`src/rtl/mult_unit_if.sv`:
```
// Execute-stage MULT handshake: operands and control from X, product and
// pipeline hold back to the core.
interface mult_unit_if #(
  parameter int DATA_W = 32
);
  logic              start_X;
  logic              flush_X;
  logic [DATA_W-1:0] rs_data_X;
  logic [DATA_W-1:0] rt_data_X;
  logic [4:0]        rd_X;
  logic              stall_req;
  logic              busy;
  logic              done;
  logic [4:0]        wb_rd;
  logic [DATA_W-1:0] hi;
  logic [DATA_W-1:0] lo;

  modport master (
    output start_X, flush_X, rs_data_X, rt_data_X, rd_X,
    input  stall_req, busy, done, wb_rd, hi, lo
  );

  modport slave (
    input  start_X, flush_X, rs_data_X, rt_data_X, rd_X,
    output stall_req, busy, done, wb_rd, hi, lo
  );
endinterface

```
`src/rtl/mult_unit.sv`:
```
// Iterative signed DATA_W x DATA_W multiplier for the execute stage.
// Works on operand magnitudes with a radix-2 shift-add loop, then applies
// the sign to the full 2*DATA_W product and writes it into HI/LO.
module mult_unit #(
  parameter int DATA_W = 32
) (
  input  logic           clk,
  input  logic           rst,
  mult_unit_if.slave     mif
);

  localparam int CNT_W = $clog2(DATA_W + 1);

  typedef enum logic [1:0] {
    IDLE,
    RUN,
    DONE
  } state_t;

  state_t              state_q, state_d;
  logic [CNT_W-1:0]    cnt_q, cnt_d;
  logic [2*DATA_W-1:0] acc_q, acc_d;
  logic [2*DATA_W-1:0] mcand_q, mcand_d;
  logic [DATA_W-1:0]   mplier_q, mplier_d;
  logic                neg_q, neg_d;
  logic [4:0]          rd_q, rd_d;
  logic [4:0]          wb_rd_q, wb_rd_d;
  logic [DATA_W-1:0]   hi_q, hi_d;
  logic [DATA_W-1:0]   lo_q, lo_d;

  logic [DATA_W-1:0]   rs_mag;
  logic [DATA_W-1:0]   rt_mag;
  logic [2*DATA_W-1:0] sum;
  logic [2*DATA_W-1:0] prod;
  logic                start_ok;

  // Operand magnitudes, the current shift-add step and the signed final product.
  always_comb begin
    rs_mag   = mif.rs_data_X[DATA_W-1] ? -mif.rs_data_X : mif.rs_data_X;
    rt_mag   = mif.rt_data_X[DATA_W-1] ? -mif.rt_data_X : mif.rt_data_X;
    sum      = acc_q + (mplier_q[0] ? mcand_q : '0);
    prod     = neg_q ? -sum : sum;
    start_ok = mif.start_X & ~mif.flush_X;
  end

  // Next-state logic: capture on start, step in RUN, publish on the last step.
  always_comb begin
    state_d  = state_q;
    cnt_d    = cnt_q;
    acc_d    = acc_q;
    mcand_d  = mcand_q;
    mplier_d = mplier_q;
    neg_d    = neg_q;
    rd_d     = rd_q;
    wb_rd_d  = wb_rd_q;
    hi_d     = hi_q;
    lo_d     = lo_q;
    case (state_q)
      IDLE: begin
        if (start_ok) begin
          mcand_d  = {{DATA_W{1'b0}}, rs_mag};
          mplier_d = rt_mag;
          neg_d    = mif.rs_data_X[DATA_W-1] ^ mif.rt_data_X[DATA_W-1];
          rd_d     = mif.rd_X;
          acc_d    = '0;
          cnt_d    = CNT_W'(DATA_W);
          state_d  = RUN;
        end
      end
      RUN: begin
        if (mif.flush_X) begin
          state_d = IDLE;
        end else begin
          acc_d    = sum;
          mcand_d  = mcand_q << 1;
          mplier_d = mplier_q >> 1;
          cnt_d    = cnt_q - CNT_W'(1);
          if (cnt_q == CNT_W'(1)) begin
            {hi_d, lo_d} = prod;
            wb_rd_d      = rd_q;
            state_d      = DONE;
          end
        end
      end
      DONE: begin
        state_d = IDLE;
      end
      default: begin
        state_d = IDLE;
      end
    endcase
  end

  // State and datapath registers with asynchronous active-low reset.
  always_ff @(posedge clk or negedge rst) begin
    if (!rst) begin
      state_q  <= IDLE;
      cnt_q    <= '0;
      acc_q    <= '0;
      mcand_q  <= '0;
      mplier_q <= '0;
      neg_q    <= 1'b0;
      rd_q     <= '0;
      wb_rd_q  <= '0;
      hi_q     <= '0;
      lo_q     <= '0;
    end else begin
      state_q  <= state_d;
      cnt_q    <= cnt_d;
      acc_q    <= acc_d;
      mcand_q  <= mcand_d;
      mplier_q <= mplier_d;
      neg_q    <= neg_d;
      rd_q     <= rd_d;
      wb_rd_q  <= wb_rd_d;
      hi_q     <= hi_d;
      lo_q     <= lo_d;
    end
  end

  // Status decoded from the state register; stall also covers the start cycle.
  always_comb begin
    mif.busy      = (state_q == RUN);
    mif.done      = (state_q == DONE);
    mif.stall_req = ((state_q == IDLE) & start_ok) | (state_q == RUN);
    mif.wb_rd     = wb_rd_q;
    mif.hi        = hi_q;
    mif.lo        = lo_q;
  end

endmodule

```
`src/flat_wrapper.sv`:
```
// flat-port wrapper written by rule: the top's interface ports become plain ports
module mult_unit_flat 
#(
  parameter int DATA_W = 32
)
  (clk, rst, mif_start_X, mif_flush_X, mif_rs_data_X, mif_rt_data_X, mif_rd_X, mif_stall_req, mif_busy, mif_done, mif_wb_rd, mif_hi, mif_lo);
  mult_unit_if #(.DATA_W(DATA_W)) mif_i ();
  input  logic clk;
  input  logic rst;
  input wire logic [$bits(mif_i.start_X)-1:0] mif_start_X;
  input wire logic [$bits(mif_i.flush_X)-1:0] mif_flush_X;
  input wire logic [$bits(mif_i.rs_data_X)-1:0] mif_rs_data_X;
  input wire logic [$bits(mif_i.rt_data_X)-1:0] mif_rt_data_X;
  input wire logic [$bits(mif_i.rd_X)-1:0] mif_rd_X;
  output wire logic [$bits(mif_i.stall_req)-1:0] mif_stall_req;
  output wire logic [$bits(mif_i.busy)-1:0] mif_busy;
  output wire logic [$bits(mif_i.done)-1:0] mif_done;
  output wire logic [$bits(mif_i.wb_rd)-1:0] mif_wb_rd;
  output wire logic [$bits(mif_i.hi)-1:0] mif_hi;
  output wire logic [$bits(mif_i.lo)-1:0] mif_lo;
  assign mif_i.start_X = mif_start_X;
  assign mif_i.flush_X = mif_flush_X;
  assign mif_i.rs_data_X = mif_rs_data_X;
  assign mif_i.rt_data_X = mif_rt_data_X;
  assign mif_i.rd_X = mif_rd_X;
  assign mif_stall_req = mif_i.stall_req;
  assign mif_busy = mif_i.busy;
  assign mif_done = mif_i.done;
  assign mif_wb_rd = mif_i.wb_rd;
  assign mif_hi = mif_i.hi;
  assign mif_lo = mif_i.lo;
  mult_unit #(.DATA_W(DATA_W)) u_core (.clk(clk), .rst(rst), .mif(mif_i));
endmodule
```
`config.mk`:
```
export PLATFORM = sky130hd
export DESIGN_NAME = mult_unit_flat
export DESIGN_NICKNAME = d
export VERILOG_FILES = /design/src/rtl/mult_unit_if.sv /design/src/rtl/mult_unit.sv /design/src/flat_wrapper.sv
export SDC_FILE = /design/constraint.sdc
export NUM_CORES = 1
export LEC_CHECK = 0
export ABC_AREA = 0
export BUFFER_PORTS_ARGS = -buffer_cell sky130_fd_sc_hd__buf_4
export CAP_MARGIN = 0
export CORE_ASPECT_RATIO = 0.75
export CORE_MARGIN = 4
export CORE_UTILIZATION = 55
export DETAILED_ROUTE_END_ITERATION = 8
export PLACE_DENSITY_LB_ADDON = 0.3
export SLEW_MARGIN = 20
export SYNTH_ARGS = -nofsm -noshare
export SYNTH_HDL_FRONTEND = slang
export SYNTH_SLANG_ARGS = --single-unit
```
`constraint.sdc`:
```
create_clock -name clk -period 5 [get_ports clk]
set_input_delay 0.5 -clock clk [delete_from_list [all_inputs] [get_ports clk]]
set_output_delay 0.5 -clock clk [all_outputs]
set_load 0.01 [all_outputs]
```
==> impl_metrics.py <==
metrics = {
    "outcome": {
        "outcome": "finished, violations left",
        "violations": "negative setup slack",
    },
    "power_and_ir_drop": {
        "power.density_cell_area_nw_per_um2": 405,
        "vdd.ir_drop.worst_uv": 256,
        "leakage_power_nw": 9.69,
        "power_mw": 8.63,
    },
    "yosys": {
        "ys.warnings.count": 0,
        "synthesis.nets": 2133,
        "synth-seq-area-share_pct": 36.0,
        "synth_top_family_by_area": "compound AO/OA/AOI/OAI gates",
        "synth_compound_area_share_pct": 27.4,
        "number_of_storage_elements_in_the_synthesis_netlist": 243,
        "syn_area_per_cell_um2": 8.48,
        "synth_edf_count": 0,
        "muxShareOfSynthArea_pct": 0.682,
        "post_synth_fa_ha_maj_area_fraction_pct": 5.16,
        "synth_xor_area_share_pct": 8.04,
        "netlist-cell-type-count": 88,
        "synth.cell_area_um2": 16900,
        "yosys.area_share.simple_pct": 19.4,
        "postSynth.asyncResetShare_pct": 100,
        "synth_ff_type": "sky130_fd_sc_hd__dfrtp_1",
        "syn-instance-count": 1991,
    },
    "critical_path": {
        "maximum_single_stage_delay_on_the_critical_path_ns": 0.60,
        "worst_path_dominant_cell_family": "simple AND/OR/NAND/NOR gates",
        "path_class": "reg2reg",
        "cp_num_cells": 17,
        "cp.required_ns": 5.42,
        "r2r_cells": 17,
        "signal_arrival_time_at_the_worst_endpoint_ns": 5.44,
        "critical_path_buf_inv_count": 3,
        "crit_fanout": 48,
        "crit_chain": "buf_4 > buf_12 > and2_1 > ha_4 > nand4_1 > nor3_4 > nand2_2 > a21o_1 > a2111o_1 > a21o_1 > a2111oi_4 > or4b_4 > buf_4 > or4_4 > o41ai_4 > xnor2_1 > o21ai_1",
        "slowest_stage": "sky130_fd_sc_hd__or4_4",
        "crit_path_start_kind": "flop",
        "timing.critical_path.to_type": "flop",
    },
    "sta": {
        "rsz0062_at_grt": "true",
        "tightest_slew_ns": 0.942,
        "worst_hold_slack_ns": 0.124,
        "hold_violation_total_from_the_final_report": 0,
        "timing.final.max_slew_violations": 0,
        "finalWorstPathRequiredPeriod_ns": 5.02,
        "clock-skew-final_ns": 0.0122,
        "slew_headroom_pct": 37.1,
        "max_freq_ghz": 0.199,
        "setup-violations-final": 1,
        "worst_case_setup_margin_in_the_final_layout_ns": -0.0223,
        "fin_crit_sh_pct": 100,
    },
    "clocking": {
        "numClockSinks": 243,
        "clk_transition_reported_paths_ns": 0.06,
        "cts_tree": "yes",
        "cts_root_buf": "sky130_fd_sc_hd__clkbuf_16",
        "clock_tree.htree_level_count": 1,
        "clock_latency_on_the_worst_skew_pair_ns": 0.57,
        "cts_inserted_buffers": 26,
        "cts_buffer_depth": 3,
    },
    "placement": {
        "place.detailed.instances": 2660,
        "placement.io_buffers": 144,
        "placed_cell_areas_um2": 19900,
        "detailedPlace.worstSlack_ns": -0.0671,
        "gpl.final_weighted_congestion": 1.01,
        "post-dp-hpwl_mm": 42.8,
    },
    "route": {
        "initialDrtViolationCount": 1929,
        "drt-wirelength-per-cell_um": 20.8,
        "detail_route.first_pass.iterations": 6,
        "drt-vias-per-instance": 6.28,
        "dr_total_vias": 17071,
        "drc": 0,
        "drt_wl_total_mm": 56.6,
        "drtAntennaViolNets": 0,
    },
    "final_layout": {
        "multi_input_comb_area_um2": 10700,
        "areaGrowthSynthToFinish_pct": 26.3,
        "ff_latch_area_um2": 6080,
        "fin_area_um2": 21300,
        "post_layout_nonfiller_instances": 2720,
        "final.fill_count": 2388,
        "mostFrequentLayoutCells": "sky130_fd_sc_hd__buf_4 (388), sky130_fd_sc_hd__nand2_1 (263), sky130_fd_sc_hd__dfrtp_1 (243), sky130_fd_sc_hd__o21ai_0 (223), sky130_fd_sc_hd__nor2_1 (109)",
        "final_layout_size_suffix_gt1_share_pct": 23.2,
        "layout.cells.most_common": "sky130_fd_sc_hd__buf_4",
        "antenna-diode-count": 0,
        "nets": 2444,
    },
    "die": {
        "ioPinCount": 145,
        "rows": 55,
        "core_box_area_um2": 30200,
        "die_w_um": 210,
        "start_util_pct": 55.9,
        "chipHeight_um": 160,
        "floorplan.die_area_um2": 33600,
    },
    "hold_path": {
        "worst_hold_path.num_cells": 3,
        "hold_path_class": "in2reg",
    },
    "global_routing": {
        "antenna_found_initial": 1,
        "grt_max_degree": 166,
        "global_route_wire_length_before_repair_mm": 88.3,
        "grt_usage_pct": 32.3,
        "overflow": 0,
        "via_count_of_the_first_global_routing_pass": 15923,
    },
    "run": {
        "timing.max_cap.violations": 0,
    },
}
==> repair_timing <==
| item | 4_1_cts | 5_1_grt |
|---|---|---|
| buffers inserted | 0 | 12 |
| hold endpoints to repair | 47 | 0 |
| resized for setup | 4 | 79 |
| hold buffers | 1 | 0 |
| setup endpoints to repair | 7 | 24 |
| pin swaps | 3 | 20 |
==> logic make-up after synthesis <==
group | Yosys count
fa+ha+maj | 69
simple gates | 670
compound gates | 698
mux | 11
xor+xnor | 155
buf+inv | 145
flops | 243
==> area by class of cell <==
| cell class | instances | share of cell area (%) |
|---|---|---|
| clock buffers | 30 | 3.22 |
| clock inverters | 17 | 1.07 |
| inverters | 33 | 0.581 |
| multi-input cells | 1603 | 50.1 |
| flip-flops and latches | 243 | 28.5 |
| well taps | 399 | 2.34 |
| repair buffers | 395 | 14.2 |
==> synth_stat cells (30+ instances only) <==
cell	count	area (µm²)
sky130_fd_sc_hd__a21oi_1	102	510
sky130_fd_sc_hd__a22o_1	75	657
sky130_fd_sc_hd__a22oi_1	58	435
sky130_fd_sc_hd__and2_1	78	488
sky130_fd_sc_hd__clkbuf_1	95	357
sky130_fd_sc_hd__dfrtp_1	243	6080
sky130_fd_sc_hd__ha_1	68	851
sky130_fd_sc_hd__inv_1	32	120
sky130_fd_sc_hd__nand2_1	265	995
sky130_fd_sc_hd__nor2_1	115	432
sky130_fd_sc_hd__nor3_1	35	175
sky130_fd_sc_hd__o21ai_0	230	1150
sky130_fd_sc_hd__o31ai_1	30	225
sky130_fd_sc_hd__xnor2_1	49	429
sky130_fd_sc_hd__xor2_1	106	928
==> worst paths after layout <==
kind | from | to | slack [ns]
hold / removal | mif_rd_X[4] | u_core.rd_q[4] | 0.12
setup / recovery | u_core.mplier_q[0] | u_core.mif.hi[29] | -0.02
setup reg to reg | u_core.mplier_q[0] | u_core.mif.hi[29] | -0.02
max in group asynchronous | rst | u_core.mif.hi[26] | 3.27
min in group asynchronous | rst | u_core.mif.lo[18] | 0.54
hold reg to reg | u_core.mif.wb_rd[0] | u_core.mif.wb_rd[0] | 0.48
==> stage by stage <==
stage / setup TNS (ns) / utilization (%)
after global placement: 0 / 65.8
after detailed placement: -0.203 / 65.8
after floorplan: 0 / -
final: -0.0223 / 70.6
after global routing: -0.800 / 70.6
after CTS: 0 / 68.9
==> sequential cells by signal (all words and copies together), names as in the netlist <==
register and cells:
u_core.acc_q 64, u_core.mcand_q 64, u_core.mif.hi 32, u_core.mif.lo 32, u_core.mplier_q 32, u_core.cnt_q 6, u_core.mif.wb_rd 5, u_core.rd_q 5
u_core.state_q 2, u_core.neg_q 1
==> routing by layer <==
| metal | routed length [µm] | track usage, % | share of wire (%) |
|---|---|---|---|
| met1 | 26000 | 50.5 | 46 |
| met2 | 23300 | 45.4 | 41 |
| met3 | 6480 | 8.86 | 11 |
| met4 | 841 | 5.07 | 1.5 |
| met5 | 0 | 0 | 0 |
==> power by group <==
group	switching [mW]	internal (mW)	total [mW]
clock	0.870	1.20	2.07
sequential	0.409	2.44	2.85
combinational	2.00	1.70	3.70
total	3.28	5.35	8.63
==> worst register-to-register path, stage by stage, from the launching register on <==
cell and delay (ns):
sky130_fd_sc_hd__dfrtp_1 0.41, sky130_fd_sc_hd__buf_4 0.16, sky130_fd_sc_hd__buf_12 0.17, sky130_fd_sc_hd__and2_1 0.19
sky130_fd_sc_hd__ha_4 0.28, sky130_fd_sc_hd__nand4_1 0.20, sky130_fd_sc_hd__nor3_4 0.29, sky130_fd_sc_hd__nand2_2 0.09
sky130_fd_sc_hd__a21o_1 0.20, sky130_fd_sc_hd__a2111o_1 0.49, sky130_fd_sc_hd__a21o_1 0.23, sky130_fd_sc_hd__a2111oi_4 0.42
sky130_fd_sc_hd__or4b_4 0.52, sky130_fd_sc_hd__buf_4 0.16, sky130_fd_sc_hd__or4_4 0.60, sky130_fd_sc_hd__o41ai_4 0.25
sky130_fd_sc_hd__xnor2_1 0.16, sky130_fd_sc_hd__o21ai_1 0.08
No activity file was read; power rests on OpenSTA's default activity.
